## src/rtl/pipe_pkg.sv

```systemverilog
// Shared pipeline-stage definitions: state encodings reused by every
// stage that holds entries in a main/skid register pair.
package pipe_pkg;

    typedef enum logic [1:0] {
        EMPTY = 2'd0,
        ONE   = 2'd1,
        FULL  = 2'd2
    } skid_state_t;

endpackage

```

## src/rtl/sat_counter.sv

```systemverilog
// Saturating event counter: counts up on inc and sticks at all-ones
// instead of wrapping back to zero.
module sat_counter #(
    parameter int CNT_W = 16
) (
    input  logic             clk,
    input  logic             reset,
    input  logic             inc,
    output logic [CNT_W-1:0] count
);

    logic [CNT_W-1:0] r_count;

    // Advance once per qualifying cycle, holding once the top value is reached
    always_ff @(posedge clk or posedge reset) begin
        if (reset) begin
            r_count <= '0;
        end else if (inc && (r_count != {CNT_W{1'b1}})) begin
            r_count <= r_count + 1'b1;
        end
    end

    assign count = r_count;

endmodule

```

## src/rtl/pipe_skid_stage.sv

```systemverilog
// Two-entry skid-buffered pipeline stage. The main register drives the
// output, the skid register catches the one entry that can arrive while
// the downstream stalls. in_ready is registered so there is no
// combinational path from out_ready back to the upstream.
module pipe_skid_stage
    import pipe_pkg::*;
#(
    parameter int WIDTH = 16,
    parameter int CNT_W = 16
) (
    input  logic             clk,
    input  logic             reset,
    input  logic             flush,
    input  logic             in_valid,
    output logic             in_ready,
    input  logic [WIDTH-1:0] in_data,
    output logic             out_valid,
    input  logic             out_ready,
    output logic [WIDTH-1:0] out_data,
    output logic [1:0]       occupancy,
    output logic [CNT_W-1:0] stall_cnt,
    output logic [CNT_W-1:0] flush_cnt
);

    skid_state_t      r_state;
    logic [WIDTH-1:0] r_main;
    logic [WIDTH-1:0] r_skid;
    logic             r_inReady;
    logic             r_outValid;
    logic [1:0]       r_occupancy;

    logic w_accept;
    logic w_pop;
    logic w_stallInc;
    logic w_flushInc;

    assign w_accept   = in_valid & r_inReady;
    assign w_pop      = r_outValid & out_ready;
    assign w_stallInc = r_outValid & ~out_ready;
    assign w_flushInc = flush & (r_occupancy != 2'd0);

    // Occupancy FSM with registered handshake outputs; a flush of an empty
    // stage leaves the held output value untouched and only drops the accept
    always_ff @(posedge clk or posedge reset) begin
        if (reset) begin
            r_state     <= EMPTY;
            r_main      <= '0;
            r_skid      <= '0;
            r_inReady   <= 1'b1;
            r_outValid  <= 1'b0;
            r_occupancy <= 2'd0;
        end else if (flush) begin
            if (r_state != EMPTY) begin
                r_state     <= EMPTY;
                r_main      <= '0;
                r_skid      <= '0;
                r_inReady   <= 1'b1;
                r_outValid  <= 1'b0;
                r_occupancy <= 2'd0;
            end
        end else begin
            case (r_state)
                EMPTY: begin
                    if (w_accept) begin
                        r_main      <= in_data;
                        r_state     <= ONE;
                        r_outValid  <= 1'b1;
                        r_occupancy <= 2'd1;
                    end
                end
                ONE: begin
                    if (w_accept && w_pop) begin
                        r_main <= in_data;
                    end else if (w_accept) begin
                        r_skid      <= in_data;
                        r_state     <= FULL;
                        r_inReady   <= 1'b0;
                        r_occupancy <= 2'd2;
                    end else if (w_pop) begin
                        r_state     <= EMPTY;
                        r_outValid  <= 1'b0;
                        r_occupancy <= 2'd0;
                    end
                end
                FULL: begin
                    if (w_pop) begin
                        r_main      <= r_skid;
                        r_state     <= ONE;
                        r_inReady   <= 1'b1;
                        r_occupancy <= 2'd1;
                    end
                end
                default: begin
                    r_state     <= EMPTY;
                    r_main      <= '0;
                    r_skid      <= '0;
                    r_inReady   <= 1'b1;
                    r_outValid  <= 1'b0;
                    r_occupancy <= 2'd0;
                end
            endcase
        end
    end

    sat_counter #(.CNT_W(CNT_W)) u_stallCounter (
        .clk   (clk),
        .reset (reset),
        .inc   (w_stallInc),
        .count (stall_cnt)
    );

    sat_counter #(.CNT_W(CNT_W)) u_flushCounter (
        .clk   (clk),
        .reset (reset),
        .inc   (w_flushInc),
        .count (flush_cnt)
    );

    assign in_ready  = r_inReady;
    assign out_valid = r_outValid;
    assign out_data  = r_main;
    assign occupancy = r_occupancy;

endmodule

```

## config.mk

```make
export PLATFORM = sky130hd
export DESIGN_NAME = pipe_skid_stage
export DESIGN_NICKNAME = d
export VERILOG_FILES = /design/src/rtl/pipe_pkg.sv /design/src/rtl/sat_counter.sv /design/src/rtl/pipe_skid_stage.sv
export SDC_FILE = /design/constraint.sdc
export NUM_CORES = 1
export LEC_CHECK = 0
export ABC_CLOCK_PERIOD_IN_PS = 4900
export CORE_MARGIN = 2
export CORE_UTILIZATION = 56
export CTS_BUF_LIST = sky130_fd_sc_hd__clkbuf_8
export DETAILED_ROUTE_END_ITERATION = 7
export GPL_TIMING_DRIVEN = 0
export PLACE_DENSITY_LB_ADDON = 0.25
export SLEW_MARGIN = 20
export SYNTH_ARGS = -nofsm -noshare
export SYNTH_HDL_FRONTEND = slang
export SYNTH_SLANG_ARGS = --single-unit
export TNS_END_PERCENT = 1
```

## constraint.sdc

```tcl
create_clock -name clk -period 4.9 [get_ports clk]
set_input_delay 0.98 -clock clk [delete_from_list [all_inputs] [get_ports clk]]
set_output_delay 0.98 -clock clk [all_outputs]
set_load 0.01 [all_outputs]
```

=== After elaboration in Yosys (flattened, before gate mapping) ===
Cells that the tools add are included.

* Latch bits: 0
* Flip-flop bits (word level): 68
* Output and inout port bits: 52
* Bits in writable memories: 0
* Memories kept: 0
* ROM bits: 0
* Word-level logic and storage cells: 71
* Input port bits: 21

* Magnitude comparators: 0
* $mul: 0
* Reduce and logical (&&, ||, !) cells: 11
* Add/sub/neg operators: 2
* Bitwise logic cells: 5
* Divide/modulo/power cells: 0
* Muxes and demuxes: 30
* Equality and inequality tests: 16
* Shift-type cells: 0

{| class="wikitable"
|+ Operators with widths
! cell !! count
|-
| two-way mux 16 bit || 7
|-
| case mux 16 bit (3 select lines) || 1
|-
| adder 16 x 1 -> 16 bit (second input constant) || 2
|-
| inequality test 16 bit (second input constant) || 2
|-
| case mux 16 bit (2 select lines) || 1
|-
| inequality test 3 bit (second input constant) || 7
|-
| two-way mux 2 bit || 7
|-
| two-way mux 1 bit || 11
|-
| AND reduction 5 bit || 2
|-
| AND reduction 4 bit || 2
|-
| case mux 1 bit (3 select lines) || 2
|-
| case mux 2 bit (3 select lines) || 1
|-
| AND reduction 6 bit || 1
|-
| AND 1 bit || 4
|-
| inequality test 2 x 1 -> 1 bit (second input constant) || 2
|-
| inequality test 2 bit (second input constant) || 2
|-
| inequality test 4 bit (second input constant) || 1
|-
| logical AND 1 bit || 3
|-
| == test 2 x 1 -> 1 bit (second input constant) || 1
|-
| == test 2 bit (second input constant) || 1
|-
| logical NOT 2 bit || 1
|-
| nonzero test 2 bit || 1
|-
| OR reduction 2 bit || 1
|-
| NOT 1 bit || 1
|}

=== Longest topological paths before layout ===
Gate-level depths: netlist (run 1).

* Word-level depth: 6
* Depth in mapped cells: 7
* Gate-level depth less buffers: 5

=== Hierarchy ===
A second synthesis (run 1) with hierarchy kept.

* Cells, all modules: 289
* Area total of the unflattened synthesis: 3268.1 sq um

{| class="wikitable"
|+ By module, submodules not included
! module !! area an instance (sq um) !! cells each !! seq. area each (sq um) !! instances
|-
| pipe_skid_stage || 1660.3 || 150 || 902.1 || 1
|-
| sat_counter at u_flushCounter || 805.8 || 71 || 400.4 || 1
|-
| sat_counter at u_stallCounter || 802.0 || 68 || 400.4 || 1
|}

=== Least setup slack after synthesis (run 1) ===
No wires, ideal clock.

* Path kind: input to register
* From: input flush
* To: register u_flushCounter.r_count[15] (netlist: u_flushCounter.count[15])
* Data arrival time: 2202 ps
* Path buffers: 2
* Stages on the path: 6
* Setup time: 125 ps
* Path slack: 2573 ps
* Required time: 4775 ps
* Cells stage by stage: buf_4 -> o21ai_2 -> or3_1 -> buf_2 -> nor4_2 -> mux2_2

* Cells in the longest elaborated chain, start to end: 2

{| class="wikitable"
|+ RTL lines
! item !! RTL line !! text
|-
| start, declared || pipe_skid_stage.sv:13 || <nowiki>input logic flush,</nowiki>
|-
| AND 1 bit || pipe_skid_stage.sv:40 || <nowiki>assign w_flushInc = flush & (r_occupancy != 2'd0);</nowiki>
|-
| logical AND 1 bit || sat_counter.sv:18 || <nowiki>end else if (inc && (r_count != {CNT_W{1'b1}})) begin</nowiki>
|-
| end signal, assigned || sat_counter.sv:19 || <nowiki>r_count <= r_count + 1'b1;</nowiki>
|-
| end, declared || sat_counter.sv:12 || <nowiki>logic [CNT_W-1:0] r_count;</nowiki>
|}

No other way between the ends.
A chain may end at the register's enable or synchronous reset.

=== Final worst setup path (run 1) ===
* From: input out_ready
* To: register r_main[2] (netlist: out_data[2])

* Cells in the longest elaborated chain, start to end: 4
* Elaborated cells on any way between the ends: 5
* Classes of those cells: 2 x eq/ne; 1 x bitwise; 2 x reduce/logical

{| class="wikitable"
|+ RTL lines
! item !! RTL line !! text
|-
| start, declared || pipe_skid_stage.sv:18 || <nowiki>input logic out_ready,</nowiki>
|-
| AND 1 bit * || pipe_skid_stage.sv:38 || <nowiki>assign w_pop = r_outValid & out_ready;</nowiki>
|-
| logical AND 1 bit || pipe_skid_stage.sv:72 || <nowiki>if (w_accept && w_pop) begin</nowiki>
|-
| inequality test 3 bit (no line) || - ||
|-
| AND reduction 4 bit (no line) * || - ||
|-
| end signal, assigned || pipe_skid_stage.sv:65 || <nowiki>r_main <= in_data;</nowiki>
|-
| end signal, assigned || pipe_skid_stage.sv:73 || <nowiki>r_main <= in_data;</nowiki>
|-
| end signal, assigned || pipe_skid_stage.sv:87 || <nowiki>r_main <= r_skid;</nowiki>
|-
| end, declared || pipe_skid_stage.sv:26 || <nowiki>logic [WIDTH-1:0] r_main;</nowiki>
|}

Mark *: on every way between the ends. The rest lies on a longest branch, timed or not.

==> impl_metrics.toml, run 1 <==
[sta]
rsz0062_at_grt = "false"
fin_tns_setup_ps = 0
report.final.slew_viol_count = 0
fmaxAchievable_mhz = 373.4
slew_headroom_pct = 64.87
setup-violations-final = 0
fin_crit_sh_pct = 54.65
worstMarginPinSlew_ps = 526.9
clock_skew_ps = 9.830
min_period_ps = 2678
hold_violations = 0

[clocking]
clk_path_buf_depth = 2
htree_levels = 3
cts.reportedPaths.clkPinSlew_ps = 70
cts_setup_buffers = 0
cts_made_buffers = 9
cts_sinks = 68
post_cts_resize_count = 0
cts_tree = "yes"
cts-root-buf = "clkbuf_8"
hold_buffers = 0
clk_latency_ps = 330

[synthesis]
synthAdderAreaFrac_pct = 0.7561
synth-simple-area-share_pct = 17.81
syn-instance-count = 279
synth_top_family_by_area = "simple AND/OR/NAND/NOR gates"
netlist_area_um2 = 3309
synth-xor-area-share_pct = 6.616
synth.avg_cell_area_um2 = 11.86
synth_top_area_share_pct = 50.66
async_flop_share_pct = 100.0
synth-edff-count = 0
ys.flop_type = "dfrtp_1"
ys_seq_area_share_pct = 51.46
yosys.area.top_type = "dfrtp_1"
synth_warnings = 0
ys_types = 49
synth_area_leaders = "dfrtp_1, mux2_2, xor2_1"
synth.area.mux_share_pct = 7.561
ys_ff_latch = 68
syn-num-nets = 302
synth-compound-area-share_pct = 13.42

[hold_path]
min_path_type = "reg -> reg"
min_path_cells = 1
hold_start = "r_skid[7]"
worstHoldEndpoint = "r_skid[7]"

[detailed_routing]
drc = 0
drt_iter0_markers = 137
avgViaCountPerCell = 5.818
drt-wirelength-per-cell_um = 16.20
firstDrtPassIters = 4
drt_wl_total_um = 7113
dr_total_vias = 2554
ant_nets = 0

[status]
status = "finished, final reports clean"

[critical_path]
crit_chain = "clkdlybuf4s50_1, nand2_1, a21oi_1, o32a_1, buf_2, buf_4, mux2_2"
cp_max_fo = 10
crit_required_ps = 5110
reg2reg_from = "u_flushCounter.count[0]"
worstSetupPathType = "in -> reg"
max_stage_delay_ps = 590
worstSetupStartpointType = "input port"
rr_endpoint = "u_flushCounter.count[1]"
rrSetupSlack_ps = 2960
critical_path_arrival_ps = 2890
critical-path-slowest-cell = "clkdlybuf4s50_1"
crit_path_end_kind = "flip-flop"
crit_start = "out_ready"
r2r_cells = 5

[global_routing]
grt_max_degree = 42
grt_pass1_wl_um = 11700
antenna_found_initial = 0
grt.total_usage_pct = 23.03
overflow = 0
grt_pass1_vias = 2610

[cells_and_area]
layout-drive-gt1-share_pct = 17.44
regArea_um2 = 1703
diodes = 0
multi_input_area_um2 = 1528
finalNonFillerCells = 439
syn_to_final_growth_pct = 30.59
finalNetCount = 385
fillers = 391

[power_and_ir_drop]
leakage_nw = 1.947
cellPowerDensity_nw_per_um2 = 306.0
peakVddDrop_mv = 0.2280
power_mw = 1.322

[placement]
gp_congestion = 0.8144
dp_hpwl_um = 5046
place_inst = 423
io_buffers = 71

[floorplanning]
die_h_um = 80.88
dieArea_um2 = 6541
start_util_pct = 59.01
die_w_um = 80.88
core_um2 = 5608
rows = 27
io-pin-count = 73

[flow_run]
timing.max_cap.violations = 0
## area by class of cell
cell class                      instances  area share [%]
Buffer                                 14           1.563
Inverter                                3          0.3185
Clock inverter                          4          0.5501
Multi-Input combinational cell        194           35.35
Sequential cell                        68           39.40
Tap cell                               72           2.085
Clock buffer                           12           3.822
Timing Repair Buffer                   72           16.91
## worst max path at each step
stage | end | slack [ps] | cells after the start
after global routing | out_data[2] | 2180 | 7
after CTS | out_data[2] | 2270 | 7
final | out_data[2] | 2220 | 7
after detailed placement | out_data[2] | 1920 | 7
after floorplan | occupancy[0] | 2210 | 1
after global placement | out_data[12] | 1070 | 2
## cell usage after synthesis, types with 2 or more instances
master / instances
dfrtp_1: 67
xor2_1: 21
mux2_2: 20
a22o_1: 16
nand3_1: 16
a32o_1: 15
nand2_1: 13
nor3_1: 12
nor2_1: 9
a21oi_1: 8
nand4_1: 7
buf_2: 6
clkbuf_1: 6
nor2b_1: 4
nor4_2: 4
xnor2_1: 4
and4_1: 3
inv_1: 3
nor4_1: 3
o21ai_0: 3
o21ba_2: 3
a21o_1: 2
and2_1: 2
buf_4: 2
ha_1: 2
nand2b_1: 2
nand4_4: 2
nor4b_1: 2
or3_1: 2
## flip-flops by register name, indices dropped and copies added (netlist names)
name	cells
r_skid	16
out_data	16
out_valid	1
in_ready	1
occupancy	2
u_flushCounter.count	16
u_stallCounter.count	16
## layout by cell type (no fill, tap or decap), types with 6 or more instances in the layout
master,n
a32o_1,15
xor2_1,21
clkbuf_8,12
nor3_1,12
clkdlybuf4s50_1,71
nand2_1,13
nor2_1,9
clkbuf_1,6
nand4_1,7
buf_2,6
a21oi_1,8
mux2_2,20
a22o_1,16
nand3_1,16
dfrtp_1,67
## routing by layer
layer	up-vias	track usage [%]	wire length, um	part of all wire [%]
met3	9	4.333	347	4.9
met5	-	0	0	0
met2	66	38.43	3467	49
li1	1223	-	-	-
met4	0	10.34	91	1.3
met1	1256	29.23	3206	45
## where the power goes
part,internal [mW],switching (mW),total (mW)
sequential,0.606,0.0520,0.658
clock,0.222,0.199,0.422
combinational,0.141,0.102,0.243
## logic make-up (layout without fill, tap and decap cells)
kind of cell,after synthesis,after routing
and+or+nand+nor,91,91
DFF,68,68
AOI/OAI and AO/OA,54,54
xor gates and xnor gates,25,25
muxes,22,22
buffers and inverters,17,105
adders and majority gates,2,2
## critical path: cells and delay by family
| kind | cells | cell delay [ps] |
|---|---|---|
| buffers and inverters | 3 | 1030 |
| AND/OR/NAND/NOR | 1 | 150 |
| AO/OA/AOI/OAI | 2 | 350 |
| multiplexers | 1 | 360 |
## through the flow
stage	utilization [%]	hold WS, ps	setup slack (ps)	area, um2
final	77.06	493.2	2222	4322
after global routing	77.06	510.5	2177	4322
after CTS	77.06	496.7	2267	4322
after detailed placement	73.69	482.3	1916	4133
after global placement	73.29	474.1	1068	4110
after floorplan	-	463.8	2210	3309
Power figures use the tool's default switching activity.
==> inputs of run 2 (changes only) <==
Settings changed: ABC_CLOCK_PERIOD_IN_PS 4900 to 2500, CORE_UTILIZATION 56 to 52.
Clock period 4.9 ns to 2.5 ns, I/O delays scaled along.
==> run 2 against run 1 <==
Compared with the run above: non-clock buffer count is the same; cell count up 0.91%; largest cell class unchanged; global-route usage shrank 2.6 points; combinational power is 98% higher; first-iteration DRC count down 10%; total power up 93%; count of clock-buffer cells in the layout shrank 1; sequential cell count unchanged; clock power is 85% higher; largest power group unchanged; utilization down 7.9 points.
==> impl_metrics.toml, run 2 (synthesized netlist as in run 1, its figures left out) <==
[floorplanning]
core_um2 = 6241
io-pin-count = 73
rows = 29
die_w_um = 83.78
start_util_pct = 53.03
dieArea_um2 = 7018
die_h_um = 83.78

[detailed_routing]
ant_nets = 0
firstDrtPassIters = 4
avgViaCountPerCell = 5.695
drc = 0
drt_wl_total_um = 6811
dr_total_vias = 2523
drt-wirelength-per-cell_um = 15.37
drt_iter0_markers = 123

[sta]
slew_headroom_pct = 63.50
worstMarginPinSlew_ps = 543.5
clock_skew_ps = 11.82
report.final.slew_viol_count = 0
fin_tns_setup_ps = 0
holdWs_ps = 430.4
fin_crit_sh_pct = 84.00
hold_violations = 0
fmaxAchievable_mhz = 476.2
rsz0062_at_grt = "false"
setup-violations-final = 0
min_period_ps = 2100

[cells_and_area]
diodes = 0
final_cell_mix = "clkdlybuf4s50_1, dfrtp_1, xor2_1, mux2_2"
syn_to_final_growth_pct = 30.40
final_common_cell = "clkdlybuf4s50_1"
final_util_pct = 69.15
post-route-cell-area_um2 = 4315
finalNetCount = 385
layout-drive-gt1-share_pct = 16.94

[critical_path]
crit_chain = "clkdlybuf4s50_1, nand2_1, a21oi_1, o32a_1, buf_2, buf_4, mux2_2"
cp_num_cells = 7
crit_required_ps = 2710
rrSetupSlack_ps = 510
critical_path_arrival_ps = 2310
critical-path-slowest-cell = "clkdlybuf4s50_1"
worstSetupStartpointType = "input port"
max_stage_delay_ps = 600
cp_max_fo = 10
reg2reg_from = "u_flushCounter.count[0]"
cp_num_buf_inv = 3
rr_endpoint = "u_flushCounter.count[1]"
r2r_cells = 5
crit_family = "buffers and inverters"
crit_path_end_kind = "flip-flop"
worstSetupPathType = "in -> reg"

[global_routing]
grt_pass1_vias = 2521
antenna_found_initial = 0
grt_max_degree = 45
grt.total_usage_pct = 20.42
grt_pass1_wl_um = 11650
overflow = 0

[placement]
io_buffers = 71
dp_hpwl_um = 4865
gp_congestion = 0.8205
place_area_um2 = 4146

[clocking]
cts-root-buf = "clkbuf_8"
cts.reportedPaths.clkPinSlew_ps = 70
cts_made_buffers = 9
post_cts_resize_count = 0
cts_sinks = 68
htree_levels = 3
cts_setup_buffers = 0
cts_tree = "yes"
hold_buffers = 0
clk_path_buf_depth = 2
clk_latency_ps = 330

[power_and_ir_drop]
peakVddDrop_mv = 0.3099
leakage_nw = 1.952
cellPowerDensity_nw_per_um2 = 591.2

[hold_path]
min_path_type = "in -> reg"
hold_start = "flush"
worstHoldEndpoint = "out_valid"
min_path_cells = 2

[status]
status = "finished, final reports clean"

[flow_run]
timing.max_cap.violations = 0
## run 2: cell type report
type / count / area [um2]
timing repair buffer: 72 / 738.2
inverter: 3 / 13.76
fill: 481 / 1926
multi-input combinational: 194 / 1528
buffer: 14 / 67.56
tap: 77 / 96.34
clock inverter: 4 / 17.52
sequential: 68 / 1703
clock buffer: 11 / 151.4
## run 2: worst max-delay path by stage
stage                          from           end  slack (ps)
after global placement        reset  out_data[11]        -890
after detailed placement  out_ready  out_data[12]          70
after CTS                 out_ready  out_data[12]         410
after global routing      out_ready   out_data[2]         250
after floorplan               reset  occupancy[0]         290
final                     out_ready  out_data[12]         400
## run 2: routing by layer
layer / track usage, % / routed length [um] / vias up
met4: 8.358 / 123 / 0
li1: - / - / 1218
met1: 28.13 / 3242 / 1221
met5: 0 / 0 / -
met2: 31.64 / 3087 / 73
met3: 4.352 / 358 / 11
## run 2: where the power goes
part	internal, mW	total (mW)	switching (mW)
Combinational	0.277	0.480	0.203
Clock	0.398	0.781	0.382
Sequential	1.19	1.29	0.102
## run 2: worst register-to-register path, stage by stage (launching register included)
cell and delay [ps]:
dfrtp_1 410, ha_1 260, nand4_4 210, nor4_4 570
nor2_2 110, mux2_4 310
## run 2: through the flow
stage	worst slack, ps	std cells	total power, mW
finish	400.0	443	2.551
global route	251.3	443	2.684
CTS	407.5	443	2.568
floorplan	290.1	279	1.514
detailed placement	67.84	428	1.793
global placement	-885.8	427	1.769
